## src/rtl/disp_arb_pkg.sv

```systemverilog
// Shared types and helpers for the display arbiter: FSM states, blank pattern, digit bundle.
package disp_arb_pkg;

  typedef enum logic {IDLE = 1'b0, HOLD = 1'b1} state_t;

  localparam logic [7:0] SSEG_BLANK = 8'hFF;
  localparam int         MAX_N      = 8;

  typedef logic [3:0][7:0] digits_t;

  function automatic logic [MAX_N-1:0] onehot(input logic [2:0] idx);
    logic [MAX_N-1:0] v;
    v      = '0;
    v[idx] = 1'b1;
    return v;
  endfunction

endpackage

```

## src/rtl/disp_arbiter_if.sv

```systemverilog
// Requester-facing and display-facing bundle of the arbiter; the arbiter uses the slave side.
interface disp_arbiter_if #(
  parameter int N = 4
);
  logic [N-1:0]    req;
  logic [N*32-1:0] data;
  logic [N-1:0]    gnt;
  logic [7:0]      in0;
  logic [7:0]      in1;
  logic [7:0]      in2;
  logic [7:0]      in3;
  logic            busy;

  modport master (output req, data, input gnt, in0, in1, in2, in3, busy);
  modport slave  (input req, data, output gnt, in0, in1, in2, in3, busy);
endinterface

```

## src/rtl/disp_arbiter_rr_pick.sv

```systemverilog
// Round-robin search: first requester after `last` (with wrap), optionally skipping one index.
module rr_pick #(
  parameter  int N  = 4,
  localparam int IW = $clog2(N)
) (
  input  logic [N-1:0]  req,
  input  logic [IW-1:0] last,
  input  logic          exclude_en,
  input  logic [IW-1:0] exclude_idx,
  output logic          found,
  output logic [IW-1:0] idx
);

  always_comb begin : search
    int          cand;
    logic [IW-1:0] ci;
    found = 1'b0;
    idx   = '0;
    cand  = 0;
    ci    = '0;
    for (int k = 1; k <= N; k++) begin
      cand = (int'(last) + k) % N;
      ci   = IW'(cand);
      if (!found && req[ci] && !(exclude_en && (ci == exclude_idx))) begin
        found = 1'b1;
        idx   = ci;
      end
    end
  end

endmodule

```

## src/rtl/disp_arbiter.sv

```systemverilog
// Round-robin display arbiter with minimum dwell; DISP_ARB_PRIORITY_EN makes requester 0 a
// preempting alarm channel that is never rotated away.
module disp_arbiter
  import disp_arb_pkg::*;
#(
  parameter int N     = 4,
  parameter int DWELL = 50_000_000
) (
  input  logic           clk,
  input  logic           reset,
  disp_arbiter_if.slave  bus
);

  localparam int            IW      = $clog2(N);
  localparam int            CW      = $clog2(DWELL);
  localparam logic [CW-1:0] CNT_MAX = CW'(DWELL - 1);

  state_t        state, state_n;
  logic [N-1:0]  gnt, gnt_n;
  logic [IW-1:0] owner, owner_n;
  logic [IW-1:0] last, last_n;
  logic [CW-1:0] count, count_n;

  logic          excl_en;
  logic          found;
  logic [IW-1:0] pick;
  logic          preempt;
  logic          rotate_ok;
  logic [MAX_N-1:0] oh;

  // While holding, the current owner is never a rotation/handoff candidate.
  assign excl_en = (state == HOLD);

  rr_pick #(.N(N)) u_pick (
    .req         (bus.req),
    .last        (last),
    .exclude_en  (excl_en),
    .exclude_idx (owner),
    .found       (found),
    .idx         (pick)
  );

`ifdef DISP_ARB_PRIORITY_EN
  assign preempt   = (state == HOLD) && bus.req[0] && (owner != '0);
  assign rotate_ok = (owner != '0);
`else
  assign preempt   = 1'b0;
  assign rotate_ok = 1'b1;
`endif

  always_ff @(posedge clk) begin
    if (reset) begin
      state <= IDLE;
      gnt   <= '0;
      owner <= '0;
      last  <= IW'(N - 1);
      count <= '0;
    end else begin
      state <= state_n;
      gnt   <= gnt_n;
      owner <= owner_n;
      last  <= last_n;
      count <= count_n;
    end
  end

  always_comb begin
    state_n = state;
    owner_n = owner;
    last_n  = last;
    count_n = count;
    case (state)
      IDLE: begin
        if (found) begin
          state_n = HOLD;
          owner_n = pick;
          last_n  = pick;
          count_n = '0;
        end
      end
      HOLD: begin
        count_n = (count == CNT_MAX) ? count : count + 1'b1;
        if (preempt) begin
          // Alarm takes over without touching `last`, so rotation resumes afterwards.
          owner_n = '0;
          count_n = '0;
        end else if (!bus.req[owner]) begin
          if (found) begin
            owner_n = pick;
            last_n  = pick;
            count_n = '0;
          end else begin
            state_n = IDLE;
            count_n = '0;
          end
        end else if ((count == CNT_MAX) && found && rotate_ok) begin
          owner_n = pick;
          last_n  = pick;
          count_n = '0;
        end
      end
      default: state_n = IDLE;
    endcase
    oh    = onehot(3'(owner_n));
    gnt_n = (state_n == HOLD) ? oh[N-1:0] : '0;
  end

  digits_t slots [N];
  digits_t cur;

  for (genvar g = 0; g < N; g++) begin : g_slot
    assign slots[g] = bus.data[32*g +: 32];
  end

  assign cur      = slots[owner];
  assign bus.gnt  = gnt;
  assign bus.busy = |gnt;
  assign bus.in0  = (state == HOLD) ? cur[0] : SSEG_BLANK;
  assign bus.in1  = (state == HOLD) ? cur[1] : SSEG_BLANK;
  assign bus.in2  = (state == HOLD) ? cur[2] : SSEG_BLANK;
  assign bus.in3  = (state == HOLD) ? cur[3] : SSEG_BLANK;

endmodule

```

## src/flat_wrapper.sv

```systemverilog
// flat-port wrapper written by rule: the top's interface ports become plain ports
module disp_arbiter_flat import disp_arb_pkg::*;
#(
  parameter int N     = 4,
  parameter int DWELL = 50_000_000
)
  (clk, reset, bus_req, bus_data, bus_gnt, bus_in0, bus_in1, bus_in2, bus_in3, bus_busy);
  disp_arbiter_if #(.N(N)) bus_i ();
  input  logic clk;
  input  logic reset;
  input wire logic [$bits(bus_i.req)-1:0] bus_req;
  input wire logic [$bits(bus_i.data)-1:0] bus_data;
  output wire logic [$bits(bus_i.gnt)-1:0] bus_gnt;
  output wire logic [$bits(bus_i.in0)-1:0] bus_in0;
  output wire logic [$bits(bus_i.in1)-1:0] bus_in1;
  output wire logic [$bits(bus_i.in2)-1:0] bus_in2;
  output wire logic [$bits(bus_i.in3)-1:0] bus_in3;
  output wire logic [$bits(bus_i.busy)-1:0] bus_busy;
  assign bus_i.req = bus_req;
  assign bus_i.data = bus_data;
  assign bus_gnt = bus_i.gnt;
  assign bus_in0 = bus_i.in0;
  assign bus_in1 = bus_i.in1;
  assign bus_in2 = bus_i.in2;
  assign bus_in3 = bus_i.in3;
  assign bus_busy = bus_i.busy;
  disp_arbiter #(.N(N), .DWELL(DWELL)) u_core (.clk(clk), .reset(reset), .bus(bus_i));
endmodule
```

## config.mk

```make
export PLATFORM = sky130hd
export DESIGN_NAME = disp_arbiter_flat
export DESIGN_NICKNAME = d
export VERILOG_FILES = /design/src/rtl/disp_arb_pkg.sv /design/src/rtl/disp_arbiter_if.sv /design/src/rtl/disp_arbiter_rr_pick.sv /design/src/rtl/disp_arbiter.sv /design/src/flat_wrapper.sv
export SDC_FILE = /design/constraint.sdc
export NUM_CORES = 1
export LEC_CHECK = 0
export BUFFER_PORTS_ARGS = -buffer_cell sky130_fd_sc_hd__clkbuf_2
export CAP_MARGIN = 20
export CORE_MARGIN = 4
export CORE_UTILIZATION = 42
export CTS_BUF_LIST = sky130_fd_sc_hd__clkbuf_4
export DETAILED_ROUTE_END_ITERATION = 7
export GPL_TIMING_DRIVEN = 0
export PLACE_DENSITY_LB_ADDON = 0.08
export SYNTH_ARGS = -nofsm -noshare
export SYNTH_HDL_FRONTEND = slang
export SYNTH_HIERARCHICAL = 1
export SYNTH_SLANG_ARGS = --single-unit
```

## constraint.sdc

```tcl
create_clock -name clk -period 2.56 [get_ports clk]
set_input_delay 0 -clock clk [delete_from_list [all_inputs] [get_ports clk]]
set_output_delay 0 -clock clk [all_outputs]
set_load 0.02 [all_outputs]
```

==> results of run 1 <==
-- worst paths after layout --
kind / startpoint / end / depth (start not counted)
worst max-delay path: u_core/last[0] / u_core/count[21] / 10
worst min-delay path: reset / u_core/owner[0] / 3
worst max register to register: u_core/last[0] / u_core/count[21] / 10
worst min register to register: u_core/count[1] / u_core/count[1] / 2
-- timing repair --
item | CTS | global route
hold buffers | 1 | 0
buffers inserted | 3 | 1
pin swaps | 6 | 6
setup endpoints to repair | 49 | 40
hold endpoints to repair | 4 | 0
gates resized for setup | 16 | 21
-- placed cells by master, fill, tap and decap left out, drive strengths merged, types with 12 or more instances in the layout --
master,n
a21oi,21
clkbuf,191
dfxtp,35
mux4,35
nand2,14
nand2b,35
nand3,19
nand4,12
nor2,15
o21ai,18
-- sequential cells by signal, summed over array words and instances (netlist names) --
register,flops
u_core/last,2
u_core/bus.gnt,4
u_core/excl_en,1
u_core/count,26
u_core/owner,2
-- critical path, cell delays in order (launching register included) --
cell,delay [ns]
dfxtp_4,0.38
buf_6,0.13
nand3b_4,0.15
mux2_4,0.30
nand2_4,0.08
o211a_1,0.18
nand3_4,0.10
or4b_4,0.55
nor4_1,0.31
or3_1,0.17
a21oi_1,0.06
-- stage by stage --
stage | total power (uW) | util (%) | std cells | instance area [sq um] | setup WS, ns
after floorplan | 2425 | - | 337 | 3154 | 0.02623
after global placement | 3014 | 56.93 | 606 | 4129 | -0.3487
after detailed placement | 3049 | 56.93 | 606 | 4129 | -0.3700
after CTS | 3547 | 58.98 | 617 | 4278 | -0.03314
after global routing | 3832 | 59.48 | 617 | 4314 | -0.05889
final | 3601 | 59.48 | 617 | 4314 | 0.04493
-- power groups by stage --
stage               logic, uW  registers, uW  clock network (uW)
finish                   2490            704                 409
global placement         2320            696                   0
global route             2670            719                 443
floorplan                1710            712                   0
CTS                      2430            704                 414
detailed placement       2350            701                   0
-- final cells by class --
cell class | instances | share of cell area (%)
tap | 99 | 2.871
multi-input combinational | 269 | 54.26
buffer | 23 | 3.219
sequential | 35 | 16.42
timing repair buffer | 175 | 20.65
inverter | 8 | 0.6961
clock buffer | 5 | 0.8701
clock inverter | 3 | 1.015
-- per-layer routing --
| layer | vias up | part of all wire [%] | global-route usage, % |
|---|---|---|---|
| li1 | 1671 | - | - |
| met1 | 1674 | 39 | 29.34 |
| met2 | 138 | 52 | 42.38 |
| met3 | 14 | 6.9 | 5.657 |
| met4 | 0 | 1.8 | 6.971 |
| met5 | - | 0 | 0 |
-- cells by family (layout without fill, tap and decap cells) --
family	Yosys count	after routing	synth area share, %
AOI/OAI and AO/OA	64	64	13.33
xor gates and xnor gates	11	11	3.063
adders and majority gates	1	1	0.3977
buffers and inverters	33	214	4.574
DFF	35	35	22.28
muxes	37	37	26.01
and+or+nand+nor	156	156	30.35
==> results_dict.tcl, run 1 <==
set metrics [dict create \
    outcome "complete, no violations" \
    ant_nets 0 \
    relSlewSlack_pct 50.88 \
    p_int_uw 2020 \
    finalClockSkew_ns 0.01366 \
    portBuffers 170 \
    vias 3497 \
    seq_area_sq_um 708.2 \
    yosysTopAreaCell "mux4_2" \
    syn_inst 337 \
    power.density_nw_per_um2 834.6 \
    core-area_sq_um 7253 \
    yosys_warnings 6 \
    fin_tns_setup_ns 0 \
    num-fill-cells 703 \
    place_congestion 0.8337 \
    rsz0062_at_grt "true" \
    rrSetupSlack_ns 0.04 \
    grt-ovfl-total 0 \
    synth_common_cells "35 x dfxtp_1, 35 x nand2b_1, 34 x mux4_2" \
    syn_area_sq_um 3146 \
    path_max_fanout 5 \
    total_leakage_power_uw 0.001778 \
    whs_ns 0.4287 \
    place_hpwl_um 9069 \
    cp_data_arrival_time_ns 2.74 \
    grt_pass1_vias 3564 \
    hold_viol 0 \
    insertion_delay_ns 0.34 \
    die_area_sq_um 8938 \
    wl_per_cell_um 17.54 \
    antenna_found_initial 0 \
    async_flop_share_pct 0 \
    die_h_um 94.54 \
    ys_ff_latch 35 \
    wl_um 10820 \
    synth_nets 472 \
    firstDrtPassIters 5 \
    fin_crit_ns 2.515 \
    switching_power_uw 1581 \
    syn_area_per_cell_sq_um 9.334 \
    ios 171 \
    irDropWorstVdd_v 0.0005244 \
    hold_class "input port to flip-flop" \
    synth_seq_area_share_pct 22.28 \
    max_cap_violations 0 \
    nets 652 \
    drt_iter0_drc 248 \
    grtUsageTotal_pct 24.09 \
    grt_max_degree 13 \
    switching_share_pct 43.90 \
    multi_input_area_sq_um 2341 \
    fp.dieW_um 94.54 \
    p_seq_share_pct 19.5 \
    cts_tree "built" \
    clock.fmax_mhz 397.6 \
    synth_enable_flop_cells 0 \
    worstMarginPinSlew_ns 0.7311 \
    fin_crit_sh_pct 98.24 \
    diodes 0 \
    cp-end-kind "flip-flop" \
    pwr-share-clk_pct 11.3 \
    critical_path_class "flip-flop to flip-flop" \
    worstSetupStartpointType "flip-flop" \
    cts-htree-levels 2 \
    synthTopCellsByArea "mux4_2 24%, dfxtp_1 22%, nand2b_1 7.0%" \
    drc_errors 0 \
    cts_sinks 35 \
    cts_buffers 5 \
    required_ns 2.79 \
    routed_via_density 5.668 \
    yosys.area.top_type_share_pct 24.34 \
    cts_buffer_depth 2 \
    area_growth_pct 37.15 \
    setup-violations-final 0 \
    pwr-share-comb_pct 69.1 \
    drive_gt1_share_pct 48.84 \
    slew_violations 0 \
    ys.flop_type "dfxtp_1" \
    start_util_pct 43.37 \
    row_count 31 \
    path_clk_slew_ns 0.12 \
    post_synth_num_cell_types 57 \
    clock-root-buffer "clkbuf_4" \
    grt_pass1_wl_um 17130 \
]
Power figures use the tool's default switching activity.
==> inputs of run 2 (changes only) <==
==> constraint.sdc (replaced) <==
create_clock -name clk -period 2.56 [get_ports clk]
set_input_delay 0.128 -clock clk [delete_from_list [all_inputs] [get_ports clk]]
set_output_delay 0.128 -clock clk [all_outputs]
set_load 0.02 [all_outputs]
==> run 2 against run 1 <==
Final area is the same. Clock power is essentially flat. Global-route usage is essentially flat. Core utilization is the same. Sequential power is essentially flat. Clock skew is essentially flat. Combinational power is essentially flat. Setup slack gained 0.028 ns. Via count grew 0.89%.
==> results_dict.tcl, run 2 (synthesized netlist as in run 1, its figures left out) <==
set metrics [dict create \
    outcome "complete, no violations" \
    clock.fmax_mhz 402.1 \
    area_growth_pct 37.15 \
    cts_sinks 35 \
    drive_gt1_share_pct 48.65 \
    hold_depth 2 \
    grtUsageTotal_pct 24.08 \
    cts-htree-levels 2 \
    clock-root-buffer "clkbuf_4" \
    power.density_nw_per_um2 834.7 \
    ant_nets 0 \
    layout_commonest_cell "clkbuf_2" \
    place_hpwl_um 9069 \
    post-route-util_pct 59.48 \
    switching_share_pct 43.77 \
    wl_um 10790 \
    path_max_fanout 7 \
    fin_crit_sh_pct 97.16 \
    hold_viol 0 \
    grt_max_degree 13 \
    cts_buffers 5 \
    pwr-share-clk_pct 11.3 \
    cts_tree "built" \
    p_int_uw 2025 \
    grt_pass1_wl_um 17120 \
    antenna_found_initial 0 \
    portBuffers 170 \
    dpl_cell_area_sq_um 4129 \
    place_ws_ns -0.3700 \
    slew_violations 0 \
    switching_power_uw 1576 \
    row_count 31 \
    die_area_sq_um 8938 \
    worstSetupStartpointType "flip-flop" \
    fin_crit_ns 2.487 \
    largest_reg_flops 26 \
    core-area_sq_um 7253 \
    setup-violations-final 0 \
    grt-ovfl-total 0 \
    die_h_um 94.54 \
    cts_buffer_depth 2 \
    nets 652 \
    cp_data_arrival_time_ns 2.73 \
    reg.largest.list "u_core/count: 26 flops, u_core/bus.gnt: 4 flops" \
    finalClockSkew_ns 0.01385 \
    start_util_pct 43.37 \
    max_cap_violations 0 \
    total_leakage_power_uw 0.001774 \
    drt_iter0_drc 239 \
    irDropWorstVdd_v 0.0005174 \
    vias 3528 \
    drc_errors 0 \
    critical_path_class "flip-flop to flip-flop" \
    cp-end-kind "flip-flop" \
    grt_pass1_vias 3566 \
    final_cell_mix "173 x clkbuf_2, 35 x nand2b_1, 34 x mux4_2" \
    required_ns 2.80 \
    insertion_delay_ns 0.34 \
    top_register "u_core/count" \
    rrSetupSlack_ns 0.07 \
    wl_per_cell_um 17.49 \
    relSlewSlack_pct 50.64 \
    path_clk_slew_ns 0.12 \
    pwr-share-comb_pct 69.1 \
    routed_via_density 5.718 \
    firstDrtPassIters 5 \
    reg2regPathDepth 10 \
    setup_ws_ns 0.07277 \
    p_seq_share_pct 19.6 \
    rsz0062_at_grt "true" \
    diodes 0 \
    fp.dieW_um 94.54 \
    final_cell_area_sq_um 4314 \
    place_congestion 0.8337 \
    ios 171 \
    worstMarginPinSlew_ns 0.7348 \
    hold_class "flip-flop to flip-flop" \
]
-- run 2: cell types whose count changed in the layout (fill, tap and decap cells not counted), sizes merged --
| cell | delta |
|---|---|
| buf | +1 |
| clkbuf | -1 |
-- run 2: what timing repair did --
action                                  CTS  global route
hold buffers                              1             0
endpoints found under the setup margin   49            49
pin swaps                                 6             6
resized for setup                        18            20
setup buffers                             3             1
endpoints found under the hold margin     2             0
-- run 2: final cells by class --
type / instances / area (sq um)
fillers: 701 / 2939
multi-input cells: 269 / 2341
repair buffers: 175 / 890.9
flip-flops and latches: 35 / 708.2
plain buffers: 23 / 138.9
well taps: 99 / 123.9
clock inverters: 3 / 43.79
clock buffers: 5 / 37.54
inverters: 8 / 30.03
-- run 2: metal layers --
metal  part of all wire, %  vias up  global-route usage [%]
met5                     0        -                       0
met4                   1.9        0                   6.971
met3                   6.9       15                   5.657
met2                    52      145                   42.38
met1                    39     1694                   29.29
li1                      -     1674                       -
-- run 2: power by group through the flow --
stage               Sequential (uW)  Clock, uW  Combinational [uW]
floorplan                       712          0                1710
global placement                696          0                2320
detailed placement              701          0                2350
CTS                             704        414                2440
global route                    719        443                2670
finish                          704        407                2490
-- run 2: worst max-delay path, stage by stage, from the launching register on --
cell      delay, ns
dfxtp_4        0.38
buf_6          0.13
nand3b_4       0.15
mux2_4         0.30
nand2_4        0.08
o211a_1        0.18
nand3_4        0.10
or4b_4         0.55
o31ai_4        0.31
or3_1          0.16
a21oi_1        0.06
-- run 2: final timing paths --
path / startpoint / to
setup / recovery: u_core/last[0] / u_core/count[11]
hold / removal: u_core/count[1] / u_core/count[1]
setup reg to reg: u_core/last[0] / u_core/count[11]
hold reg to reg: u_core/count[1] / u_core/count[1]
-- run 2: stage by stage --
step           cells  total power, uW  hold slack [ns]  TNS (ns)
2_1_floorplan    337             2425           0.1971         0
3_3_place_gp     606             3014           0.3716    -8.345
3_5_place_dp     606             3049           0.3715    -9.495
4_1_cts          617             3553           0.5093   -0.1091
5_1_grt          617             3834           0.5426   -0.4243
6_report         617             3601           0.5064         0
==> inputs of run 3 (changes only) <==
--- a/config.mk
+++ b/config.mk
@@ -7,6 +7,7 @@
 export LEC_CHECK = 0
 export BUFFER_PORTS_ARGS = -buffer_cell sky130_fd_sc_hd__clkbuf_2
 export CAP_MARGIN = 20
+export CORE_ASPECT_RATIO = 1.5
 export CORE_MARGIN = 4
 export CORE_UTILIZATION = 42
 export CTS_BUF_LIST = sky130_fd_sc_hd__clkbuf_4
==> run 3 against run 2 <==
Flip-flop and latch count did not move. Power shrank 2.2%. Clock-buffer cell count is 1 higher. Largest cell class unchanged. Highest routed layer unchanged. Sequential power barely moved.
==> results_dict.tcl, run 3 (synthesized netlist as in run 1, its figures left out) <==
set metrics [dict create \
    outcome "complete, no violations" \
    grt_max_degree 11 \
    grtUsageTotal_pct 24.92 \
    finalClockSkew_ns 0.007155 \
    num-fill-cells 714 \
    max_cap_violations 0 \
    switching_power_uw 1584 \
    layout_commonest_cell "clkbuf_2" \
    crit_buf_inv 1 \
    antenna_found_initial 0 \
    worstSetupStartpointType "flip-flop" \
    slew_violations 0 \
    largest_reg_flops 26 \
    place_ws_ns -0.4565 \
    rsz0062_at_grt "true" \
    fp.dieW_um 78.66 \
    ios 171 \
    fin_tns_setup_ns 0 \
    firstDrtPassIters 4 \
    worstMarginPinSlew_ns 0.7866 \
    drt_iter0_drc 148 \
    grt_pass1_vias 3489 \
    place_hpwl_um 9441 \
    place_congestion 0.9835 \
    critPathMaxStageDelay_ns 0.56 \
    required_ns 2.80 \
    nets 652 \
    hold_class "input port to flip-flop" \
    cts_sinks 35 \
    drc_errors 0 \
    reg.largest.list "u_core/count: 26 flops, u_core/bus.gnt: 4 flops" \
    setup_ws_ns 0.06695 \
    wl_um 11410 \
    fin_crit_ns 2.493 \
    pwr-share-clk_pct 8.5 \
    fin_crit_sh_pct 97.38 \
    clock.fmax_mhz 401.1 \
    clock-root-buffer "clkbuf_4" \
    p_seq_share_pct 20.0 \
    power.density_nw_per_um2 820.1 \
    pwr-share-comb_pct 71.6 \
    power_uw 3521 \
    die_h_um 114.0 \
    cts_buffers 5 \
    die_area_sq_um 8966 \
    vias 3494 \
    grt-ovfl-total 0 \
    relSlewSlack_pct 47.15 \
    switching_share_pct 45.00 \
    top_register "u_core/count" \
    row_count 38 \
    p_int_uw 1936 \
    path_max_fanout 7 \
    core-area_sq_um 7274 \
    portBuffers 170 \
    insertion_delay_ns 0.34 \
    cts_tree "built" \
    setup-violations-final 0 \
    total_leakage_power_uw 0.001765 \
    final_cell_mix "176 x clkbuf_2, 35 x nand2b_1, 34 x mux4_2" \
    crit_family "simple AND/OR/NAND/NOR gates" \
    path_cells "buf_6, nand3b_4, mux2_4, nand2_4, o211a_1, nand3_4, or4b_4, o31ai_4, xor2_1, nor2_1" \
    path_clk_slew_ns 0.11 \
    hold_viol 0 \
    cp_data_arrival_time_ns 2.73 \
    start_util_pct 43.24 \
    critical_path_class "flip-flop to flip-flop" \
    ant_nets 0 \
    diodes 0 \
    cpMaxStageDelayCell "or4b_4" \
    irDropWorstVdd_v 0.0003252 \
    cts-htree-levels 2 \
    grt_pass1_wl_um 17440 \
    wl_per_cell_um 18.47 \
    cts_buffer_depth 2 \
    cp-end-kind "flip-flop" \
    drive_gt1_share_pct 49.23 \
    routed_via_density 5.654 \
    area_growth_pct 36.48 \
]
## run 3: through the flow
stage / cells / hold slack (ns) / utilization (%) / instance area, sq um
after floorplan: 337 / 0.1971 / - / 3154
after global placement: 607 / 0.3846 / 56.78 / 4130
after detailed placement: 607 / 0.3883 / 56.78 / 4130
after CTS: 617 / 0.005088 / 58.41 / 4249
after global routing: 618 / 0.01985 / 59.01 / 4293
final: 618 / 0.02023 / 59.01 / 4293
## run 3: power groups by stage
| stage | clock network (uW) | logic, uW | registers (uW) |
|---|---|---|---|
| floorplan | 0 | 1710 | 712 |
| global placement | 0 | 2330 | 700 |
| detailed placement | 0 | 2360 | 701 |
| CTS | 312 | 2450 | 704 |
| global route | 332 | 2700 | 721 |
| finish | 298 | 2520 | 704 |
## run 3: path summary, 6_finish.rpt
kind                                       from         endpoint  slack [ns]  depth (start not counted)
worst max register to register   u_core/last[0]  u_core/count[7]        0.07                         10
worst min-delay path                      reset  u_core/owner[1]        0.02                          2
worst max-delay path             u_core/last[0]  u_core/count[7]        0.07                         10
worst min register to register  u_core/count[1]  u_core/count[1]        0.50                          2
## run 3: layout make-up
cell class | count | area (sq um) | area share [%]
inverters | 8 | 30.03 | 0.6995
flip-flops and latches | 35 | 709.4 | 16.53
clock buffers | 6 | 45.04 | 1.049
well taps | 100 | 125.1 | 2.915
multi-input cells | 269 | 2347 | 54.68
clock inverters | 2 | 7.507 | 0.1749
plain buffers | 23 | 140.1 | 3.264
repair buffers | 175 | 888.4 | 20.69
## run 3: timing repair
item,CTS,global route
pin swaps,6,10
resized for setup,19,21
buffers inserted,3,2
endpoints found under the setup margin,49,49
hold buffers,0,0
## run 3: per-layer routing
metal  share of wire (%)  GRT usage (%)
met1                  35          24.60
met2                  52          46.68
met3                  10          9.084
met4                 2.7          9.218
met5                   0              0
